**src/rtl/multicycle_controller_pkg.sv**
```systemverilog
// Shared encodings for the multicycle controller and the datapath it steers:
// phase codes, instruction fields, ALU/register-destination selects and strobe bundles.
package multicycle_controller_pkg;

  typedef enum logic [2:0] {
    S_FETCH     = 3'd0,
    S_DECODE    = 3'd1,
    S_EXECUTE   = 3'd2,
    S_MEMORY    = 3'd3,
    S_WRITEBACK = 3'd4,
    S_HALT      = 3'd5
  } state_t;

  typedef enum logic [3:0] {
    CLS_ADDU,
    CLS_SLT,
    CLS_JR,
    CLS_ADDIU,
    CLS_BEQ,
    CLS_BNE,
    CLS_LW,
    CLS_JAL,
    CLS_NONE
  } instr_class_t;

  localparam logic [5:0] OP_RTYPE   = 6'h00;
  localparam logic [5:0] OP_JAL     = 6'h03;
  localparam logic [5:0] OP_BEQ     = 6'h04;
  localparam logic [5:0] OP_BNE     = 6'h05;
  localparam logic [5:0] OP_ADDIU   = 6'h09;
  localparam logic [5:0] OP_LW      = 6'h23;

  localparam logic [5:0] FUNCT_JR   = 6'h08;
  localparam logic [5:0] FUNCT_ADDU = 6'h21;
  localparam logic [5:0] FUNCT_SLT  = 6'h2A;

  localparam logic [1:0] ALU_ADD = 2'd0;
  localparam logic [1:0] ALU_SLT = 2'd1;
  localparam logic [1:0] ALU_SUB = 2'd2;

  localparam logic [1:0] REG_DST_RT  = 2'd0;
  localparam logic [1:0] REG_DST_RD  = 2'd1;
  localparam logic [1:0] REG_DST_R31 = 2'd2;

  typedef struct packed {
    logic       reg_write;
    logic       mem_read;
    logic       mem_to_reg;
    logic       alu_src_imm;
    logic [1:0] reg_dst;
    logic [1:0] alu_op;
  } strobes_t;

  localparam strobes_t STROBES_IDLE = '0;

  // Datapath strobes to present while sitting in a given phase for a given class.
  function automatic strobes_t strobes_for(input state_t phase, input instr_class_t cls);
    strobes_t s;
    s = STROBES_IDLE;
    if (phase inside {S_EXECUTE, S_MEMORY, S_WRITEBACK}) begin
      if (cls == CLS_SLT)
        s.alu_op = ALU_SLT;
      else if (cls inside {CLS_BEQ, CLS_BNE})
        s.alu_op = ALU_SUB;
      else
        s.alu_op = ALU_ADD;
      s.alu_src_imm = (cls inside {CLS_ADDIU, CLS_LW});
    end
    s.mem_read = (phase == S_MEMORY);
    if (phase == S_WRITEBACK) begin
      s.reg_write  = 1'b1;
      s.mem_to_reg = (cls == CLS_LW);
      case (cls)
        CLS_ADDU, CLS_SLT: s.reg_dst = REG_DST_RD;
        CLS_JAL:           s.reg_dst = REG_DST_R31;
        default:           s.reg_dst = REG_DST_RT;
      endcase
    end
    return s;
  endfunction

  function automatic logic completes_in_execute(input instr_class_t cls);
    return (cls inside {CLS_BEQ, CLS_BNE, CLS_JR});
  endfunction

endpackage

```
**src/rtl/mc_decoder.sv**
```systemverilog
// Combinational instruction classifier: maps {opcode, funct} to an instruction class,
// flagging anything outside the supported subset as illegal.
module mc_decoder
  import multicycle_controller_pkg::*;
(
  input  logic [31:0]  instruction,
  output instr_class_t instr_class,
  output logic         illegal
);

  logic [5:0] opcode;
  logic [5:0] funct;
  logic       unused_fields;

  assign opcode = instruction[31:26];
  assign funct  = instruction[5:0];

  // Register and immediate fields belong to the datapath, not to classification.
  assign unused_fields = ^instruction[25:6];

  always_comb begin
    instr_class = CLS_NONE;
    case (opcode)
      OP_RTYPE: begin
        case (funct)
          FUNCT_ADDU: instr_class = CLS_ADDU;
          FUNCT_SLT:  instr_class = CLS_SLT;
          FUNCT_JR:   instr_class = CLS_JR;
          default:    instr_class = CLS_NONE;
        endcase
      end
      OP_ADDIU: instr_class = CLS_ADDIU;
      OP_BEQ:   instr_class = CLS_BEQ;
      OP_BNE:   instr_class = CLS_BNE;
      OP_LW:    instr_class = CLS_LW;
      OP_JAL:   instr_class = CLS_JAL;
      default:  instr_class = CLS_NONE;
    endcase
    illegal = (instr_class == CLS_NONE);
  end

endmodule

```
**src/rtl/multicycle_controller.sv**
```systemverilog
// Multicycle controller: steps each instruction through fetch/decode/execute/memory/writeback,
// owns the pc and the retired-instruction counter, and parks in HALT on illegal code or pc overrun.
module multicycle_controller
  import multicycle_controller_pkg::*;
#(
  parameter int LAST_PC = 13
) (
  input  logic        clk,
  input  logic        reset,
  input  logic [31:0] instruction,
  input  logic        rs_eq_rt,
  input  logic [3:0]  rs_lo,
  input  logic        mem_ready,
  output logic [2:0]  state,
  output logic [3:0]  pc,
  output logic        reg_write,
  output logic        mem_read,
  output logic        mem_to_reg,
  output logic        alu_src_imm,
  output logic [1:0]  reg_dst,
  output logic [1:0]  alu_op,
  output logic        halted,
  output logic        illegal,
  output logic [15:0] retired
);

  state_t       state_q;
  instr_class_t cls_q;
  instr_class_t dec_class;
  logic         dec_illegal;
  strobes_t     strobes_q;
  logic [3:0]   next_pc;
  logic         next_pc_out_of_range;
  logic         finishing;
  logic [15:0]  retired_next;

  mc_decoder u_decoder (
    .instruction (instruction),
    .instr_class (dec_class),
    .illegal     (dec_illegal)
  );

  // Successor pc for the instruction currently completing; wraps modulo 16.
  always_comb begin
    next_pc = pc + 4'd1;
    case (cls_q)
      CLS_BEQ: if (rs_eq_rt)  next_pc = pc + 4'd1 + instruction[3:0];
      CLS_BNE: if (!rs_eq_rt) next_pc = pc + 4'd1 + instruction[3:0];
      CLS_JAL: next_pc = instruction[3:0];
      CLS_JR:  next_pc = rs_lo;
      default: next_pc = pc + 4'd1;
    endcase
  end

  assign next_pc_out_of_range = (int'({28'd0, next_pc}) > LAST_PC);
  assign finishing = (state_q == S_WRITEBACK) ||
                     ((state_q == S_EXECUTE) && completes_in_execute(cls_q));
  assign retired_next = (retired == 16'hFFFF) ? retired : retired + 16'd1;

  // Strobes are registered alongside the state so they line up with the phase they belong to.
  always_ff @(posedge clk or posedge reset) begin
    if (reset) begin
      state_q   <= S_FETCH;
      pc        <= 4'd0;
      retired   <= 16'd0;
      halted    <= 1'b0;
      illegal   <= 1'b0;
      cls_q     <= CLS_NONE;
      strobes_q <= STROBES_IDLE;
    end else if (finishing) begin
      pc        <= next_pc;
      retired   <= retired_next;
      strobes_q <= STROBES_IDLE;
      if (next_pc_out_of_range) begin
        state_q <= S_HALT;
        halted  <= 1'b1;
      end else begin
        state_q <= S_FETCH;
      end
    end else begin
      case (state_q)
        S_FETCH: begin
          state_q   <= S_DECODE;
          strobes_q <= STROBES_IDLE;
        end
        S_DECODE: begin
          if (dec_illegal) begin
            state_q   <= S_HALT;
            illegal   <= 1'b1;
            strobes_q <= STROBES_IDLE;
          end else begin
            cls_q     <= dec_class;
            state_q   <= S_EXECUTE;
            strobes_q <= strobes_for(S_EXECUTE, dec_class);
          end
        end
        S_EXECUTE: begin
          if (cls_q == CLS_LW) begin
            state_q   <= S_MEMORY;
            strobes_q <= strobes_for(S_MEMORY, cls_q);
          end else begin
            state_q   <= S_WRITEBACK;
            strobes_q <= strobes_for(S_WRITEBACK, cls_q);
          end
        end
        S_MEMORY: begin
          if (mem_ready) begin
            state_q   <= S_WRITEBACK;
            strobes_q <= strobes_for(S_WRITEBACK, cls_q);
          end
        end
        S_HALT: begin
          strobes_q <= STROBES_IDLE;
        end
        default: begin
          state_q   <= S_HALT;
          illegal   <= 1'b1;
          strobes_q <= STROBES_IDLE;
        end
      endcase
    end
  end

  assign state       = state_q;
  assign reg_write   = strobes_q.reg_write;
  assign mem_read    = strobes_q.mem_read;
  assign mem_to_reg  = strobes_q.mem_to_reg;
  assign alu_src_imm = strobes_q.alu_src_imm;
  assign reg_dst     = strobes_q.reg_dst;
  assign alu_op      = strobes_q.alu_op;

endmodule

```
**config.mk**
```make
export PLATFORM = sky130hd
export DESIGN_NAME = multicycle_controller
export DESIGN_NICKNAME = d
export VERILOG_FILES = /design/src/rtl/multicycle_controller_pkg.sv /design/src/rtl/mc_decoder.sv /design/src/rtl/multicycle_controller.sv
export SDC_FILE = /design/constraint.sdc
export NUM_CORES = 1
export LEC_CHECK = 0
export BUFFER_PORTS_ARGS = -buffer_cell sky130_fd_sc_hd__buf_2
export CORE_UTILIZATION = 40
export DETAILED_ROUTE_END_ITERATION = 7
export GPL_TIMING_DRIVEN = 0
export PLACE_DENSITY = 0.75
export SYNTH_ARGS = -nofsm -noshare
export SYNTH_HDL_FRONTEND = slang
export SYNTH_SLANG_ARGS = --single-unit
```
**constraint.sdc**
```tcl
create_clock -name clk -period 7.25 [get_ports clk]
set_clock_uncertainty 0.2 [all_clocks]
set_input_delay 0 -clock clk [delete_from_list [all_inputs] [get_ports clk]]
set_output_delay 0 -clock clk [all_outputs]
set_load 0.005 [all_outputs]
```
==> flow_summary.toml <==
[global_route]
antenna_found_initial = 0
grt_pass1_vias = 1904
grt_max_degree = 25
grt_first_pass_wirelength_mm = 8.97
grt_overflow_total = 0
track_usage_pct = 19.1

[sta]
timing.final.crit_share_pct = 44.1
slew_headroom_pct = 43.8
worst_slew_pin_slew_ns = 0.833
rsz0062_at_grt = "false"
layout_min_cycle_time_ns = 3.19
final-setup-viol-count = 0
clock.fmax_mhz = 313
tns_ns = 0
maxSlewViolCount = 0
hold_viol = 0

[final_layout]
final_nets = 346
largestRegisters = "retired (16), cls_q (4), pc (4)"
final_cells = 371
antenna_cells = 0
drive_gt1_share_pct = 24.6
fin_util_pct = 53.0
area_growth_pct = 24.2
top_register = "retired"
layout_common_cells = "53 x buf_2, 36 x dfrtp_1, 21 x nand2_1, 15 x xnor2_1, 14 x nand3_1"
final_common_cell = "buf_2"
largest_reg_flops = 16

[synthesis]
yosysWarningCount = 0
ys_ff_latch = 37
synthesis.nets = 279
yosys.area.top_type_share_pct = 40.3
ys_seq_area_share_pct = 41.5
yosys.area.top_type = "dfrtp_1"
synth-edff-count = 0
netlist_area_um2 = 2230
synth_cell_types = 53
avgSynthCellArea_um2 = 9.59
synth_top_flop_cell = "dfrtp_1"
synthArstFlopShare_pct = 100
synthCells = 233
synth_area_leaders = "dfrtp_1 40%, xnor2_1 5.9%, nand2_1 3.5%, nand3_1 3.1%, nand2b_1 3.1%"

[clocking]
htreeDepth = 2
cts_sinks = 37
cts_root_buf = "clkbuf_8"
clock_latency_ns = 0.29
clk_pin_slew_ns = 0.08
cts_buffer_depth = 2
cts_tree = "built"
post_cts_buffers = 0
numCtsBuffers = 5

[floorplan]
io-pin-count = 73
die_h_um = 76.7
die_w_um = 76.7
die-area_um2 = 5890
start_util_pct = 42.7
core-area_um2 = 5240
rows = 26

[worst_setup_path]
reg2reg_to = "state[2]$_DFFE_PP0P_"
crit_path_start_kind = "flop"
worstSetupPathType = "reg2reg"
ff2ff_setup_slack_ns = 4.06
critPathMaxFanout = 5
worstPathRequired_ns = 7.17
r2r_cells = 9
worstSetupEndpointType = "flop"
r2r-start = "pc[0]$_DFFE_PP0N_"
arrival_ns = 3.11

[hold_path]
hp-start = "instruction[28]"
min_to = "alu_src_imm$_DFFE_PP0P_"
hp-class = "in2reg"
min_path_cells = 5

[power]
pwr_density_cell_nw_per_um2 = 287
peakVddDrop_mv = 0.112
totalPowerFinal_w = 0.000796
p_leak_nw = 1.26

[detailed_routing]
route.detailed.drc = 0
drt-total-wl_mm = 5.31
vias = 1990
wl_per_cell_um = 14.3
first_pass_iters = 4
viasPerCell = 5.36
drt_iter0_drc = 58
drt.antenna.violating_nets = 0

[run_status]
status = "complete, no violations"

[placed_design]
port_buffers = 52
dp_hpwl_mm = 3.95
gp_congestion = 0.893
dpl.cell_count = 356

[flow_run]
maxCapViolCount = 0
==> how the worst max path moves through the flow <==
stage	cells after the start	endpoint	start
after detailed placement	9	state[2]$_DFFE_PP0P_	pc[0]$_DFFE_PP0N_
final	9	state[2]$_DFFE_PP0P_	pc[0]$_DFFE_PP0N_
after global placement	9	state[2]$_DFFE_PP0P_	pc[0]$_DFFE_PP0N_
after global routing	9	state[2]$_DFFE_PP0P_	pc[0]$_DFFE_PP0N_
after CTS	9	state[2]$_DFFE_PP0P_	pc[0]$_DFFE_PP0N_
after floorplan	9	state[2]$_DFFE_PP0P_	pc[0]$_DFFE_PP0N_
==> power breakdown <==
part           total (W)  leakage, nW  internal [W]  switching, W
combinational   0.000344        0.735      0.000159      0.000186
clock           0.000152       0.0512     0.0000771     0.0000752
sequential      0.000299        0.477      0.000246     0.0000529
==> critical path: stages (launching register included) <==
cell and delay [ns]:
dfrtp_1 0.42, ha_1 0.22, xor2_1 0.26, ha_1 0.33
a21oi_1 0.20, nand2_1 0.08, nor3_1 0.22, nor4_1 0.12
o311ai_0 0.75, o21ai_0 0.22
==> per-layer routing <==
metal  global-route usage [%]  wire length (um)
met2                     32.0              2640
met1                     24.7              2390
met3                     3.81               227
met4                     6.15                53
met5                        0                 0
==> timing repair <==
item | 4_1_cts | 5_1_grt
hold endpoints to repair | 34 | 0
hold buffers | 7 | 0
gates resized for setup | 0 | 0
endpoints found under the setup margin | 0 | 0
==> synthesized netlist by cell type, types with 2 or more instances <==
library cell and n:
nand3_1 14, dfrtp_1 36, and2_1 5, nand2_1 21, inv_1 10, mux2i_1 3, clkbuf_1 5, a22oi_1 5
mux2_2 4, nor2b_1 5, nor3_1 3, nor4_1 6, ha_1 5, and4_1 2, o32a_1 2, nor3b_1 2
a21o_1 3, nand4_1 6, xnor2_1 15, nand3b_1 2, o21ai_0 9, xor2_1 6, nand2b_1 11, a211oi_1 2
o22ai_1 3, nor2_1 11, a21oi_1 11
==> per-stage QoR <==
step / hold WS [ns] / setup WS, ns / area [um^2]
2_1_floorplan: -0.0394 / 4.76 / 2230
3_3_place_gp: 0.125 / 4.12 / 2580
3_5_place_dp: -0.0990 / 4.04 / 2610
4_1_cts: 0.00867 / 4.00 / 2780
5_1_grt: 0.0323 / 3.76 / 2780
6_report: 0.00833 / 4.06 / 2780
==> cell families after synthesis <==
logic type      synth area share, %
flops                          41.5
mux                            3.36
compound gates                 16.7
xor+xnor                       8.23
buf+inv                        3.42
simple gates                   23.1
fa+ha+maj                      3.70
==> cell type report <==
| class | count | area (um^2) |
|---|---|---|
| fillers | 504 | 2460 |
| multi-input cells | 178 | 1230 |
| flip-flops and latches | 37 | 927 |
| repair buffers | 60 | 358 |
| well taps | 70 | 87.6 |
| clock buffers | 6 | 82.6 |
| plain buffers | 8 | 38.8 |
| inverters | 10 | 37.5 |
| clock inverters | 2 | 13.8 |
Note: power is estimated with default switching activity, not from simulation.
